`src/rtl/mem_stage_lsu_pkg.sv`:
```
// lsu_pkg: shared LSU op encoding, FSM state codes and size/class helpers for the MEM stage.
package lsu_pkg;
    typedef enum logic [3:0] {
        OP_NONE, OP_LB, OP_LBU, OP_LH, OP_LHU, OP_LW, OP_LWU, OP_LD,
        OP_SB, OP_SH, OP_SW, OP_SD
    } lsu_op_e;
    localparam logic [1:0] S_IDLE = 2'd0;
    localparam logic [1:0] S_REQ  = 2'd1;
    localparam logic [1:0] S_WAIT = 2'd2;
    localparam logic [1:0] S_DONE = 2'd3;
    function automatic int mem_to_wb_w(int xlen, int pc_w, int rfa_w);
        return 2 + pc_w + rfa_w + xlen;
    endfunction
    function automatic int mem_to_id_w(int xlen, int rfa_w);
        return 2 + rfa_w + xlen;
    endfunction
    function automatic logic is_load(lsu_op_e op);
        return op inside {OP_LB, OP_LBU, OP_LH, OP_LHU, OP_LW, OP_LWU, OP_LD};
    endfunction
    function automatic logic is_store(lsu_op_e op);
        return op inside {OP_SB, OP_SH, OP_SW, OP_SD};
    endfunction
    // log2 of the access size in bytes
    function automatic logic [1:0] op_size(lsu_op_e op);
        return (op inside {OP_LB, OP_LBU, OP_SB}) ? 2'd0 :
               (op inside {OP_LH, OP_LHU, OP_SH}) ? 2'd1 :
               (op inside {OP_LW, OP_LWU, OP_SW}) ? 2'd2 : 2'd3;
    endfunction
    function automatic lsu_op_e legal_op(lsu_op_e op, int xlen);
        return (xlen == 32 && op inside {OP_LD, OP_LWU, OP_SD}) ? OP_NONE : op;
    endfunction
    function automatic logic misaligned(lsu_op_e op, logic [2:0] off);
        return (is_load(op) | is_store(op)) && |(off & 3'((4'd1 << op_size(op)) - 4'd1));
    endfunction
endpackage

```
`src/rtl/mem_stage_lsu_if.sv`:
```
// mem_stage_lsu_if: valid/ready data-SRAM request and response bus.
interface mem_stage_lsu_if #(
    parameter int XLEN   = 32,
    parameter int ADDR_W = 32
);
    logic                req_valid;
    logic                req_ready;
    logic [XLEN/8-1:0]   req_wstrb;
    logic [ADDR_W-1:0]   req_addr;
    logic [XLEN-1:0]     req_wdata;
    logic                rsp_valid;
    logic [XLEN-1:0]     rsp_rdata;
    modport master (
        output req_valid, req_wstrb, req_addr, req_wdata,
        input  req_ready, rsp_valid, rsp_rdata
    );
    modport slave (
        input  req_valid, req_wstrb, req_addr, req_wdata,
        output req_ready, rsp_valid, rsp_rdata
    );
endinterface

```
`src/rtl/mem_stage_lsu_align.sv`:
```
// lsu_align: store strobe/lane replication, load lane extract with sign/zero extend, misalign detect.
module lsu_align
    import lsu_pkg::*;
#(
    parameter int XLEN = 32
) (
    input  lsu_op_e           op_i,
    input  logic [2:0]        off_i,
    input  logic [XLEN-1:0]   sdata_i,
    input  logic [XLEN-1:0]   rdata_i,
    output logic [XLEN/8-1:0] wstrb_o,
    output logic [XLEN-1:0]   wdata_o,
    output logic [XLEN-1:0]   ldata_o,
    output logic              misalign_o
);
    logic [1:0]        sz;
    logic              sgn;
    logic [XLEN/8-1:0] mask;
    logic [XLEN-1:0]   sh;
    always_comb begin
        sz         = op_size(op_i);
        sgn        = op_i inside {OP_LB, OP_LH, OP_LW};
        mask       = (XLEN/8)'((9'd1 << (4'd1 << sz)) - 9'd1);
        wstrb_o    = is_store(op_i) ? mask << off_i : '0;
        wdata_o    = sz == 2'd0 ? {(XLEN/8){sdata_i[7:0]}} :
                     sz == 2'd1 ? {(XLEN/16){sdata_i[15:0]}} :
                     sz == 2'd2 ? {(XLEN/32){sdata_i[31:0]}} : sdata_i;
        sh         = rdata_i >> {off_i, 3'b000};
        ldata_o    = sz == 2'd0 ? (sgn ? XLEN'($signed(sh[7:0]))  : XLEN'(sh[7:0]))  :
                     sz == 2'd1 ? (sgn ? XLEN'($signed(sh[15:0])) : XLEN'(sh[15:0])) :
                     sz == 2'd2 ? (sgn ? XLEN'($signed(sh[31:0])) : XLEN'(sh[31:0])) : sh;
        misalign_o = misaligned(op_i, off_i);
    end
endmodule

```
`src/rtl/mem_stage_lsu.sv`:
```
// mem_stage_lsu: MEM pipeline stage with multi-cycle SRAM handshake, sub-word load/store,
// misalign exceptions and a MEM->ID forwarding bus with load-pending flag.
module mem_stage_lsu
    import lsu_pkg::*;
#(
    parameter int XLEN    = 32,
    parameter int ADDR_W  = 32,
    parameter int PC_W    = 32,
    parameter int RFA_W   = 5,
    parameter int STALL_W = 6
) (
    input  logic               clk,
    input  logic               rst,
    input  logic [STALL_W-1:0] stall_i,
    output logic               stallreq_o,
    input  logic               ex_valid_i,
    input  logic [PC_W-1:0]    ex_pc_i,
    input  logic [3:0]         ex_op_i,
    input  logic [ADDR_W-1:0]  ex_addr_i,
    input  logic [XLEN-1:0]    ex_sdata_i,
    input  logic               ex_rf_we_i,
    input  logic [RFA_W-1:0]   ex_rf_waddr_i,
    input  logic [XLEN-1:0]    ex_result_i,
    mem_stage_lsu_if.master    mem,
    output logic               wb_valid_o,
    output logic [PC_W-1:0]    wb_pc_o,
    output logic               wb_rf_we_o,
    output logic [RFA_W-1:0]   wb_rf_waddr_o,
    output logic [XLEN-1:0]    wb_rf_wdata_o,
    output logic               fwd_we_o,
    output logic [RFA_W-1:0]   fwd_waddr_o,
    output logic [XLEN-1:0]    fwd_wdata_o,
    output logic               fwd_load_pending_o,
    output logic               excp_misalign_o,
    output logic [ADDR_W-1:0]  excp_badaddr_o
);
    localparam int OW = $clog2(XLEN/8);
    logic              valid_q, valid_d, rf_we_q, rf_we_d;
    logic [PC_W-1:0]   pc_q, pc_d;
    lsu_op_e           op_q, op_d, op_in;
    logic [ADDR_W-1:0] addr_q, addr_d;
    logic [XLEN-1:0]   sdata_q, sdata_d, result_q, result_d, ldata_q, ldata_d, ld_fmt, wdata;
    logic [RFA_W-1:0]  rf_waddr_q, rf_waddr_d;
    logic [1:0]        state_q, state_d, adv;
    logic              cap, bub, go_req, mis, done, stall_unused;
    assign stall_unused = ^{stall_i[2:0], stall_i[STALL_W-1:5]};
    lsu_align #(.XLEN(XLEN)) u_align (
        .op_i       (op_q),
        .off_i      (3'(addr_q[OW-1:0])),
        .sdata_i    (sdata_q),
        .rdata_i    (mem.rsp_rdata),
        .wstrb_o    (mem.req_wstrb),
        .wdata_o    (mem.req_wdata),
        .ldata_o    (ld_fmt),
        .misalign_o (mis)
    );
    always_comb begin
        cap        = !stall_i[3];
        bub        = stall_i[3] & !stall_i[4];
        op_in      = legal_op(lsu_op_e'(ex_op_i), XLEN);
        go_req     = ex_valid_i & (is_load(op_in) | is_store(op_in)) & !misaligned(op_in, 3'(ex_addr_i[OW-1:0]));
        valid_d    = bub ? 1'b0 : cap ? ex_valid_i : valid_q;
        pc_d       = cap ? ex_pc_i : pc_q;
        op_d       = cap ? op_in : op_q;
        addr_d     = cap ? ex_addr_i : addr_q;
        sdata_d    = cap ? ex_sdata_i : sdata_q;
        rf_we_d    = cap ? ex_rf_we_i : rf_we_q;
        rf_waddr_d = cap ? ex_rf_waddr_i : rf_waddr_q;
        result_d   = cap ? ex_result_i : result_q;
        adv        = state_q == S_REQ  ? (mem.req_ready ? (is_store(op_q) ? S_DONE : S_WAIT) : S_REQ) :
                     state_q == S_WAIT ? (mem.rsp_valid ? S_DONE : S_WAIT) : state_q;
        state_d    = bub ? S_IDLE : cap ? (go_req ? S_REQ : S_DONE) : adv;
        ldata_d    = (state_q == S_WAIT && mem.rsp_valid) ? ld_fmt : ldata_q;
    end
    always_ff @(posedge clk or posedge rst) begin
        if (rst) begin
            valid_q    <= 1'b0;
            pc_q       <= '0;
            op_q       <= OP_NONE;
            addr_q     <= '0;
            sdata_q    <= '0;
            rf_we_q    <= 1'b0;
            rf_waddr_q <= '0;
            result_q   <= '0;
            state_q    <= S_IDLE;
            ldata_q    <= '0;
        end else begin
            valid_q    <= valid_d;
            pc_q       <= pc_d;
            op_q       <= op_d;
            addr_q     <= addr_d;
            sdata_q    <= sdata_d;
            rf_we_q    <= rf_we_d;
            rf_waddr_q <= rf_waddr_d;
            result_q   <= result_d;
            state_q    <= state_d;
            ldata_q    <= ldata_d;
        end
    end
    always_comb begin
        done               = state_q == S_DONE;
        mem.req_valid      = state_q == S_REQ;
        mem.req_addr       = {addr_q[ADDR_W-1:OW], {OW{1'b0}}};
        stallreq_o         = state_q == S_REQ || state_q == S_WAIT;
        wb_valid_o         = done & valid_q;
        wb_pc_o            = pc_q;
        wb_rf_we_o         = wb_valid_o & rf_we_q & !is_store(op_q) & !mis;
        wb_rf_waddr_o      = rf_waddr_q;
        wdata              = is_load(op_q) ? ldata_q : result_q;
        wb_rf_wdata_o      = wdata;
        fwd_we_o           = wb_rf_we_o;
        fwd_waddr_o        = valid_q ? rf_waddr_q : '0;
        fwd_wdata_o        = wb_valid_o ? wdata : '0;
        fwd_load_pending_o = valid_q & is_load(op_q) & !done;
        excp_misalign_o    = wb_valid_o & mis;
        excp_badaddr_o     = excp_misalign_o ? addr_q : '0;
    end
endmodule

```
`src/flat_wrapper.sv`:
```
// flat-port wrapper written by rule: the top's interface ports become plain ports
module mem_stage_lsu_flat import lsu_pkg::*;
#(
    parameter int XLEN    = 32,
    parameter int ADDR_W  = 32,
    parameter int PC_W    = 32,
    parameter int RFA_W   = 5,
    parameter int STALL_W = 6
)
  (clk, rst, stall_i, stallreq_o, ex_valid_i, ex_pc_i, ex_op_i, ex_addr_i, ex_sdata_i, ex_rf_we_i, ex_rf_waddr_i, ex_result_i, wb_valid_o, wb_pc_o, wb_rf_we_o, wb_rf_waddr_o, wb_rf_wdata_o, fwd_we_o, fwd_waddr_o, fwd_wdata_o, fwd_load_pending_o, excp_misalign_o, excp_badaddr_o, mem_req_valid, mem_req_wstrb, mem_req_addr, mem_req_wdata, mem_req_ready, mem_rsp_valid, mem_rsp_rdata);
  mem_stage_lsu_if #(.XLEN(XLEN), .ADDR_W(ADDR_W)) mem_i ();
  input  logic clk;
  input  logic rst;
  input  logic [STALL_W-1:0] stall_i;
  output logic stallreq_o;
  input  logic ex_valid_i;
  input  logic [PC_W-1:0] ex_pc_i;
  input  logic [3:0] ex_op_i;
  input  logic [ADDR_W-1:0] ex_addr_i;
  input  logic [XLEN-1:0] ex_sdata_i;
  input  logic ex_rf_we_i;
  input  logic [RFA_W-1:0] ex_rf_waddr_i;
  input  logic [XLEN-1:0] ex_result_i;
  output logic wb_valid_o;
  output logic [PC_W-1:0] wb_pc_o;
  output logic wb_rf_we_o;
  output logic [RFA_W-1:0] wb_rf_waddr_o;
  output logic [XLEN-1:0] wb_rf_wdata_o;
  output logic fwd_we_o;
  output logic [RFA_W-1:0] fwd_waddr_o;
  output logic [XLEN-1:0] fwd_wdata_o;
  output logic fwd_load_pending_o;
  output logic excp_misalign_o;
  output logic [ADDR_W-1:0] excp_badaddr_o;
  output wire logic [$bits(mem_i.req_valid)-1:0] mem_req_valid;
  output wire logic [$bits(mem_i.req_wstrb)-1:0] mem_req_wstrb;
  output wire logic [$bits(mem_i.req_addr)-1:0] mem_req_addr;
  output wire logic [$bits(mem_i.req_wdata)-1:0] mem_req_wdata;
  input wire logic [$bits(mem_i.req_ready)-1:0] mem_req_ready;
  input wire logic [$bits(mem_i.rsp_valid)-1:0] mem_rsp_valid;
  input wire logic [$bits(mem_i.rsp_rdata)-1:0] mem_rsp_rdata;
  assign mem_req_valid = mem_i.req_valid;
  assign mem_req_wstrb = mem_i.req_wstrb;
  assign mem_req_addr = mem_i.req_addr;
  assign mem_req_wdata = mem_i.req_wdata;
  assign mem_i.req_ready = mem_req_ready;
  assign mem_i.rsp_valid = mem_rsp_valid;
  assign mem_i.rsp_rdata = mem_rsp_rdata;
  mem_stage_lsu #(.XLEN(XLEN), .ADDR_W(ADDR_W), .PC_W(PC_W), .RFA_W(RFA_W), .STALL_W(STALL_W)) u_core (.clk(clk), .rst(rst), .stall_i(stall_i), .stallreq_o(stallreq_o), .ex_valid_i(ex_valid_i), .ex_pc_i(ex_pc_i), .ex_op_i(ex_op_i), .ex_addr_i(ex_addr_i), .ex_sdata_i(ex_sdata_i), .ex_rf_we_i(ex_rf_we_i), .ex_rf_waddr_i(ex_rf_waddr_i), .ex_result_i(ex_result_i), .mem(mem_i), .wb_valid_o(wb_valid_o), .wb_pc_o(wb_pc_o), .wb_rf_we_o(wb_rf_we_o), .wb_rf_waddr_o(wb_rf_waddr_o), .wb_rf_wdata_o(wb_rf_wdata_o), .fwd_we_o(fwd_we_o), .fwd_waddr_o(fwd_waddr_o), .fwd_wdata_o(fwd_wdata_o), .fwd_load_pending_o(fwd_load_pending_o), .excp_misalign_o(excp_misalign_o), .excp_badaddr_o(excp_badaddr_o));
endmodule
```
`config.mk`:
```
export PLATFORM = sky130hd
export DESIGN_NAME = mem_stage_lsu_flat
export DESIGN_NICKNAME = d
export VERILOG_FILES = /design/src/rtl/mem_stage_lsu_pkg.sv /design/src/rtl/mem_stage_lsu_if.sv /design/src/rtl/mem_stage_lsu_align.sv /design/src/rtl/mem_stage_lsu.sv /design/src/flat_wrapper.sv
export SDC_FILE = /design/constraint.sdc
export NUM_CORES = 1
export LEC_CHECK = 0
export BUFFER_PORTS_ARGS = -buffer_cell sky130_fd_sc_hd__clkbuf_2
export CORE_AREA = 2 2 153 155
export CTS_CLUSTER_SIZE = 40
export DETAILED_ROUTE_END_ITERATION = 10
export DIE_AREA = 0 0 155 157
export PLACE_DENSITY_LB_ADDON = 0.2
export SYNTH_ARGS = -nofsm -noshare
export SYNTH_HDL_FRONTEND = slang
export SYNTH_SLANG_ARGS = --single-unit
```
`constraint.sdc`:
```
create_clock -name clk -period 5.75 [get_ports clk]
set_input_delay 0.575 -clock clk [delete_from_list [all_inputs] [get_ports clk]]
set_output_delay 0.575 -clock clk [all_outputs]
set_load 0.05 [all_outputs]
```
# Word-level counts from Yosys, hierarchy flattened
# Index checks and enable logic that the tools add are counted.
[op_classes]
n_addsub = 3
mul = 0
div = 0
n_lt_le_gt_ge = 0
eq_ne = 31
shift = 5
muxes = 28
n_bitwise = 14
reduce_logical = 24
[op_table]
columns = ["op", "count"]
rows = [
  ["32-bit two-way mux", 9],
  ["4-bit by 3-bit == test with 1-bit output, second input constant", 10],
  ["4-bit == test, second input constant", 9],
  ["32-bit by 5-bit right shift with 32-bit output", 1],
  ["3-bit nonzero test", 8],
  ["2-bit two-way mux", 10],
  ["4-bit by 2-bit == test with 1-bit output, second input constant", 4],
  ["7-bit nonzero test", 2],
  ["1-bit AND", 10],
  ["4-bit by 1-bit == test with 1-bit output, second input constant", 2],
  ["4-bit two-way mux", 2],
  ["4-bit nonzero test", 2],
  ["2-bit by 3-bit AND with 3-bit output", 2],
  ["1-bit two-way mux", 6],
  ["3-bit OR reduction", 2],
  ["3-bit by 1-bit subtractor with 3-bit output, second input constant", 2],
  ["1-bit logical NOT", 5],
  ["5-bit two-way mux", 1],
  ["2-bit by 1-bit == test with 1-bit output, second input constant", 2],
  ["2-bit == test, second input constant", 2],
  ["4-bit by 1-bit != test with 1-bit output, second input constant", 1],
  ["1-bit by 2-bit left shift with 4-bit output, first input constant", 1],
  ["1-bit by 4-bit left shift with 4-bit output, first input constant", 1],
  ["4-bit by 2-bit left shift with 4-bit output", 1],
  ["7 further kinds", 10],
]
[totals]
register_bits = 173
latchBits = 0
mem_bits_rw = 0
rom_bits = 0
input_bits = 181
output_inout_bits = 213
elab_cells = 115
n_memories = 0

# Logic depth before layout (Yosys ltp)
[depth]
depth_word = 18
ltp_mapped = 7
ltp_nobuf = 6

# Cells and area by module
# Synthesis repeated with hierarchy kept, for this count alone.
[unflattened]
hier_cells = 777
hier_area_um2 = 9228.9
[by_module_without_submodules]
columns = ["mod", "instances", "cells_per_inst", "area_per_inst_um2", "seq_area_each_um2"]
rows = [
  ["mem_stage_lsu", 1, 559, 7772.5, 4329.2],
  ["lsu_align", 1, 218, 1456.4, 0.0],
]

# Least setup slack after synthesis
# Ideal clock, no wire load.
[synth_path]
kind = "register -> output"
start = "register u_core.op_q[3]"
end = "output fwd_load_pending_o"
arrival_time_ns = 2.351
slack_ns = 2.824
path_stages_with_launch = 4
cell_sequence = "dfrtp_1 buf_4 buf_2 nor4b_1"
[synth_via]
elab_chain_len = 4
word_cells_on_any_way = 10
[synth_lines]
columns = ["element", "line", "source"]
rows = [
  ["from (decl)", "mem_stage_lsu.sv:40", "lsu_op_e op_q, op_d, op_in;"],
  ["from (signal assigned)", "mem_stage_lsu.sv:90", "op_q <= op_d;"],
  ["4-bit by 1-bit == test with 1-bit output, or another cell as far along", "mem_stage_lsu_pkg.sv:18", "return op inside {OP_LB, OP_LBU, OP_LH, OP_LHU, OP_LW, OP_LWU, OP_LD};"],
  ["7-bit nonzero test *", "mem_stage_lsu_pkg.sv:18", ""],
  ["1-bit AND * (2 in a row)", "mem_stage_lsu.sv:114", "fwd_load_pending_o = valid_q & is_load(op_q) & !done;"],
  ["to (decl)", "flat_wrapper.sv:32", "output logic fwd_load_pending_o;"],
]
# Mark *: on every way between the ends. The rest lies on a longest branch, timed or not.

# Worst setup path after layout
[layout_path]
start = "register u_core.addr_q[0]"
end = "output excp_badaddr_o[22]"
[layout_via]
elab_chain_len = 5
[layout_lines]
columns = ["element", "line", "source"]
rows = [
  ["from (decl)", "mem_stage_lsu.sv:41", "logic [ADDR_W-1:0] addr_q, addr_d;"],
  ["from (signal assigned)", "mem_stage_lsu.sv:91", "addr_q <= addr_d;"],
  ["2-bit by 3-bit AND with 3-bit output", "mem_stage_lsu_pkg.sv:33", "return (is_load(op) | is_store(op)) && |(off & 3'((4'd1 << op_size(op)) - 4'd1));"],
  ["3-bit OR reduction", "mem_stage_lsu_pkg.sv:33", ""],
  ["1-bit logical AND", "mem_stage_lsu_pkg.sv:33", ""],
  ["1-bit AND", "mem_stage_lsu.sv:115", "excp_misalign_o = wb_valid_o & mis;"],
  ["32-bit two-way mux", "mem_stage_lsu.sv:116", "excp_badaddr_o = excp_misalign_o ? addr_q : '0;"],
  ["to (decl)", "flat_wrapper.sv:34", "output logic [ADDR_W-1:0] excp_badaddr_o;"],
]
# Every way passes these cells.

==> flow_metrics.py <==
metrics = {
    "synthesis": {
        "ys_async_sr_fraction": 1.00,
        "synth_area_um2": 9020,
        "ys_ff_latch": 173,
        "synth_flop_cell": "dfrtp_1",
        "syn_area_per_cell_um2": 11.7,
        "synthDistinctLibCells": 55,
        "synth_edf_count": 0,
        "yosys_warnings": 0,
        "synth_seq_area_share": 0.480,
        "syn_inst": 773,
    },
    "critical_path": {
        "r2r_start": "u_core.addr_q[0]$_DFFE_PP0N_",
        "r2r_end": "u_core.ldata_q[28]$_DFFE_PP0P_",
        "required_ps": 5180,
        "cp-start-kind": "flip-flop",
        "ff2ff_path_depth": 5,
        "startpoint": "u_core.addr_q[0]$_DFFE_PP0N_",
        "crit_end": "excp_badaddr_o[22]",
        "crit_chain": "buf_4 > a221oi_1 > a211o_1 > a21boi_2 > and2_1 > clkbuf_2",
        "r2r_slack_ps": 3340,
        "max_stage_delay_ps": 850,
        "cp_max_fo": 39,
        "slowest_stage": "a21boi_2",
        "arrival_ps": 3070,
        "cp-end-kind": "output port",
        "crit_type": "reg -> out",
    },
    "cts": {
        "cts-buffers-inserted": 17,
        "clk_latency_ps": 430,
        "cts_tree": "yes",
        "clk_pin_slew_ps": 70,
        "cts_setup_buffers": 0,
        "clk_path_buf_depth": 2,
        "cts_max_level": 4,
        "cts.sinks": 173,
        "cts_hold_buf": 0,
        "cts_root_buf": "clkbuf_16",
        "ctsResizeCount": 0,
    },
    "cells_and_area": {
        "area_delta_synth_final_pct": 26.7,
        "nets": 1281,
        "final_common_cell": "clkbuf_2",
        "multi_input_comb_area_um2": 4110,
        "mostFrequentLayoutCells": "clkbuf_2 (386), mux2_2 (187), dfrtp_1 (173)",
        "diodes": 0,
        "fill_cells": 2074,
        "seq_area_um2": 4330,
        "layout-drive-gt1-share": 0.569,
        "final_cell_area_um2": 11400,
    },
    "global_route": {
        "top_usage_layer": "met2",
        "grt_max_degree": 101,
        "first_global_vias": 6894,
        "antenna_found_initial": 0,
        "use_met1": 0.262,
        "use_met2": 0.350,
        "grt_pass1_wl_um": 39000,
        "grt_usage": 0.209,
        "met3_usage": 0.0614,
        "overflow": 0,
    },
    "sta": {
        "max-slew-margin-rel": 0.272,
        "hold_violations": 0,
        "final-setup-viol-count": 0,
        "fin_crit_ps": 3650,
        "rsz0062_at_grt": "false",
        "min_period_over_period": 0.635,
        "tns_ps": 0,
        "worst_slew_pin_slew_ps": 1090,
        "fmax_mhz": 274,
        "hold_ws_ps": 223,
        "final_max_slew_viol_count": 0,
        "fin_skew_ps": 5.18,
    },
    "run_status": {
        "status": "completed",
    },
    "floorplanning": {
        "floorplan.initialDensity": 0.401,
        "row_count": 55,
        "core-area_um2": 22500,
        "fp.dieW_um": 155,
        "die_h_um": 157,
        "ios": 394,
        "die-area_um2": 24300,
    },
    "pwr": {
        "p_sw_mw": 1.74,
        "netSwitchingFraction": 0.417,
        "p_int_mw": 2.44,
        "ir_worst_vdd_mv": 0.202,
        "p_per_area_nw_per_um2": 366,
        "pwr-share-clk": 0.279,
        "power_frac_comb": 0.357,
        "p_leak_nw": 5.61,
        "seq_power_share": 0.363,
    },
    "min_path": {
        "hp-class": "in -> async",
    },
    "route": {
        "drc": 0,
        "dr_total_vias": 6868,
        "ant_nets": 0,
        "firstDrtPassIters": 4,
        "drt_iter0_markers": 269,
        "wl_per_cell_um": 18.4,
        "via_per_inst": 4.92,
        "wirelength_um": 25600,
    },
    "job": {
        "maxCapViolCount": 0,
    },
    "place": {
        "place.gp.congestion": 0.812,
        "placed_cell_area_um2": 10800,
        "port_buffers": 387,
        "place_hpwl_um": 19200,
    },
}
[final cells by class]
type	instances	area share
clock buffers	19	0.0396
clock inverters	13	0.0123
inverters	10	0.00372
multi-input cells	500	0.359
repair buffers	395	0.175
flip-flops and latches	173	0.379
well taps	285	0.0312
[routing by layer]
metal / up-vias / share of wire
met1: 3334 / 0.42
met5: - / 0
met2: 220 / 0.50
met4: 0 / 0.017
li1: 3287 / -
met3: 27 / 0.071
[synthesized netlist by cell type (all sizes together) (2+ instances only)]
master | instances | share of area
mux2 | 190 | 0.24
dfrtp | 173 | 0.48
and2 | 71 | 0.049
buf | 62 | 0.050
nor2 | 46 | 0.019
nand2 | 37 | 0.016
a21oi | 36 | 0.020
clkbuf | 29 | 0.012
mux2i | 25 | 0.028
o21ai | 17 | 0.0094
a211oi | 12 | 0.011
nand3 | 11 | 0.0061
inv | 10 | 0.0042
o2bb2ai | 7 | 0.0068
nor2b | 5 | 0.0035
nor3 | 5 | 0.0033
ha | 3 | 0.0042
nand2b | 3 | 0.0021
a21o | 2 | 0.0017
a31oi | 2 | 0.0021
and4bb | 2 | 0.0032
nor4b | 2 | 0.0036
o211ai | 2 | 0.0032
or2 | 2 | 0.0014
xor2 | 2 | 0.0019
[kinds of logic (layout without fill, tap and decap cells)]
group                      after synthesis  in the layout  synth area share
adders and majority gates                3              3           0.00416
AOI/OAI and AO/OA                       89             89            0.0671
buffers and inverters                  101            437            0.0662
muxes                                  216            216             0.267
DFF                                    173            173             0.480
other                                    1              2          0.000416
xor gates and xnor gates                 2              2           0.00194
and+or+nand+nor                        188            188             0.113
[power groups by stage]
stage	clock [mW]	combinational, mW	sequential, mW
global route	1.25	1.59	1.54
global placement	0	1.50	1.54
finish	1.17	1.49	1.52
floorplan	0	1.13	1.58
CTS	1.20	1.51	1.52
detailed placement	0	1.50	1.54
[per-stage QoR]
step	power, mW	std cells	worst slack (ps)	utilization
detailed placement	3.05	1363	2530	0.482
CTS	4.23	1395	2040	0.508
global placement	3.04	1363	2550	0.482
finish	4.18	1395	2100	0.508
floorplan	2.71	774	487	-
global route	4.38	1395	1890	0.508
[state kept, by name, summed over array words and instances (netlist names)]
| name | count |
|---|---|
| u_core.state_q | 2 |
| u_core.valid_q | 1 |
| u_core.op_q | 4 |
| u_core.wb_rf_waddr_o | 5 |
| u_core.rf_we_q | 1 |
| u_core.addr_q | 32 |
| u_core.result_q | 32 |
| u_core.wb_pc_o | 32 |
| u_core.sdata_q | 32 |
| u_core.ldata_q | 32 |
[how the worst min path moves through the flow]
stage / slack, ps / depth (start not counted) / end
floorplan: 440 / 2 / u_core.ldata_q[7]$_DFFE_PP0P_
global placement: 480 / 2 / u_core.ldata_q[0]$_DFFE_PP0P_
detailed placement: 490 / 2 / u_core.ldata_q[0]$_DFFE_PP0P_
CTS: 230 / 2 / u_core.wb_pc_o[25]$_DFFE_PP0N_
global route: 260 / 2 / u_core.wb_pc_o[25]$_DFFE_PP0N_
finish: 220 / 2 / u_core.wb_pc_o[2]$_DFFE_PP0N_
[worst max-delay path, delay by kind of cell (launching register included)]
family / cells / cell delay [ps]
buf+inv: 2 / 700
simple gates: 1 / 240
compound gates: 3 / 1360
flops: 1 / 320
Note: power is estimated with default switching activity, not from simulation.
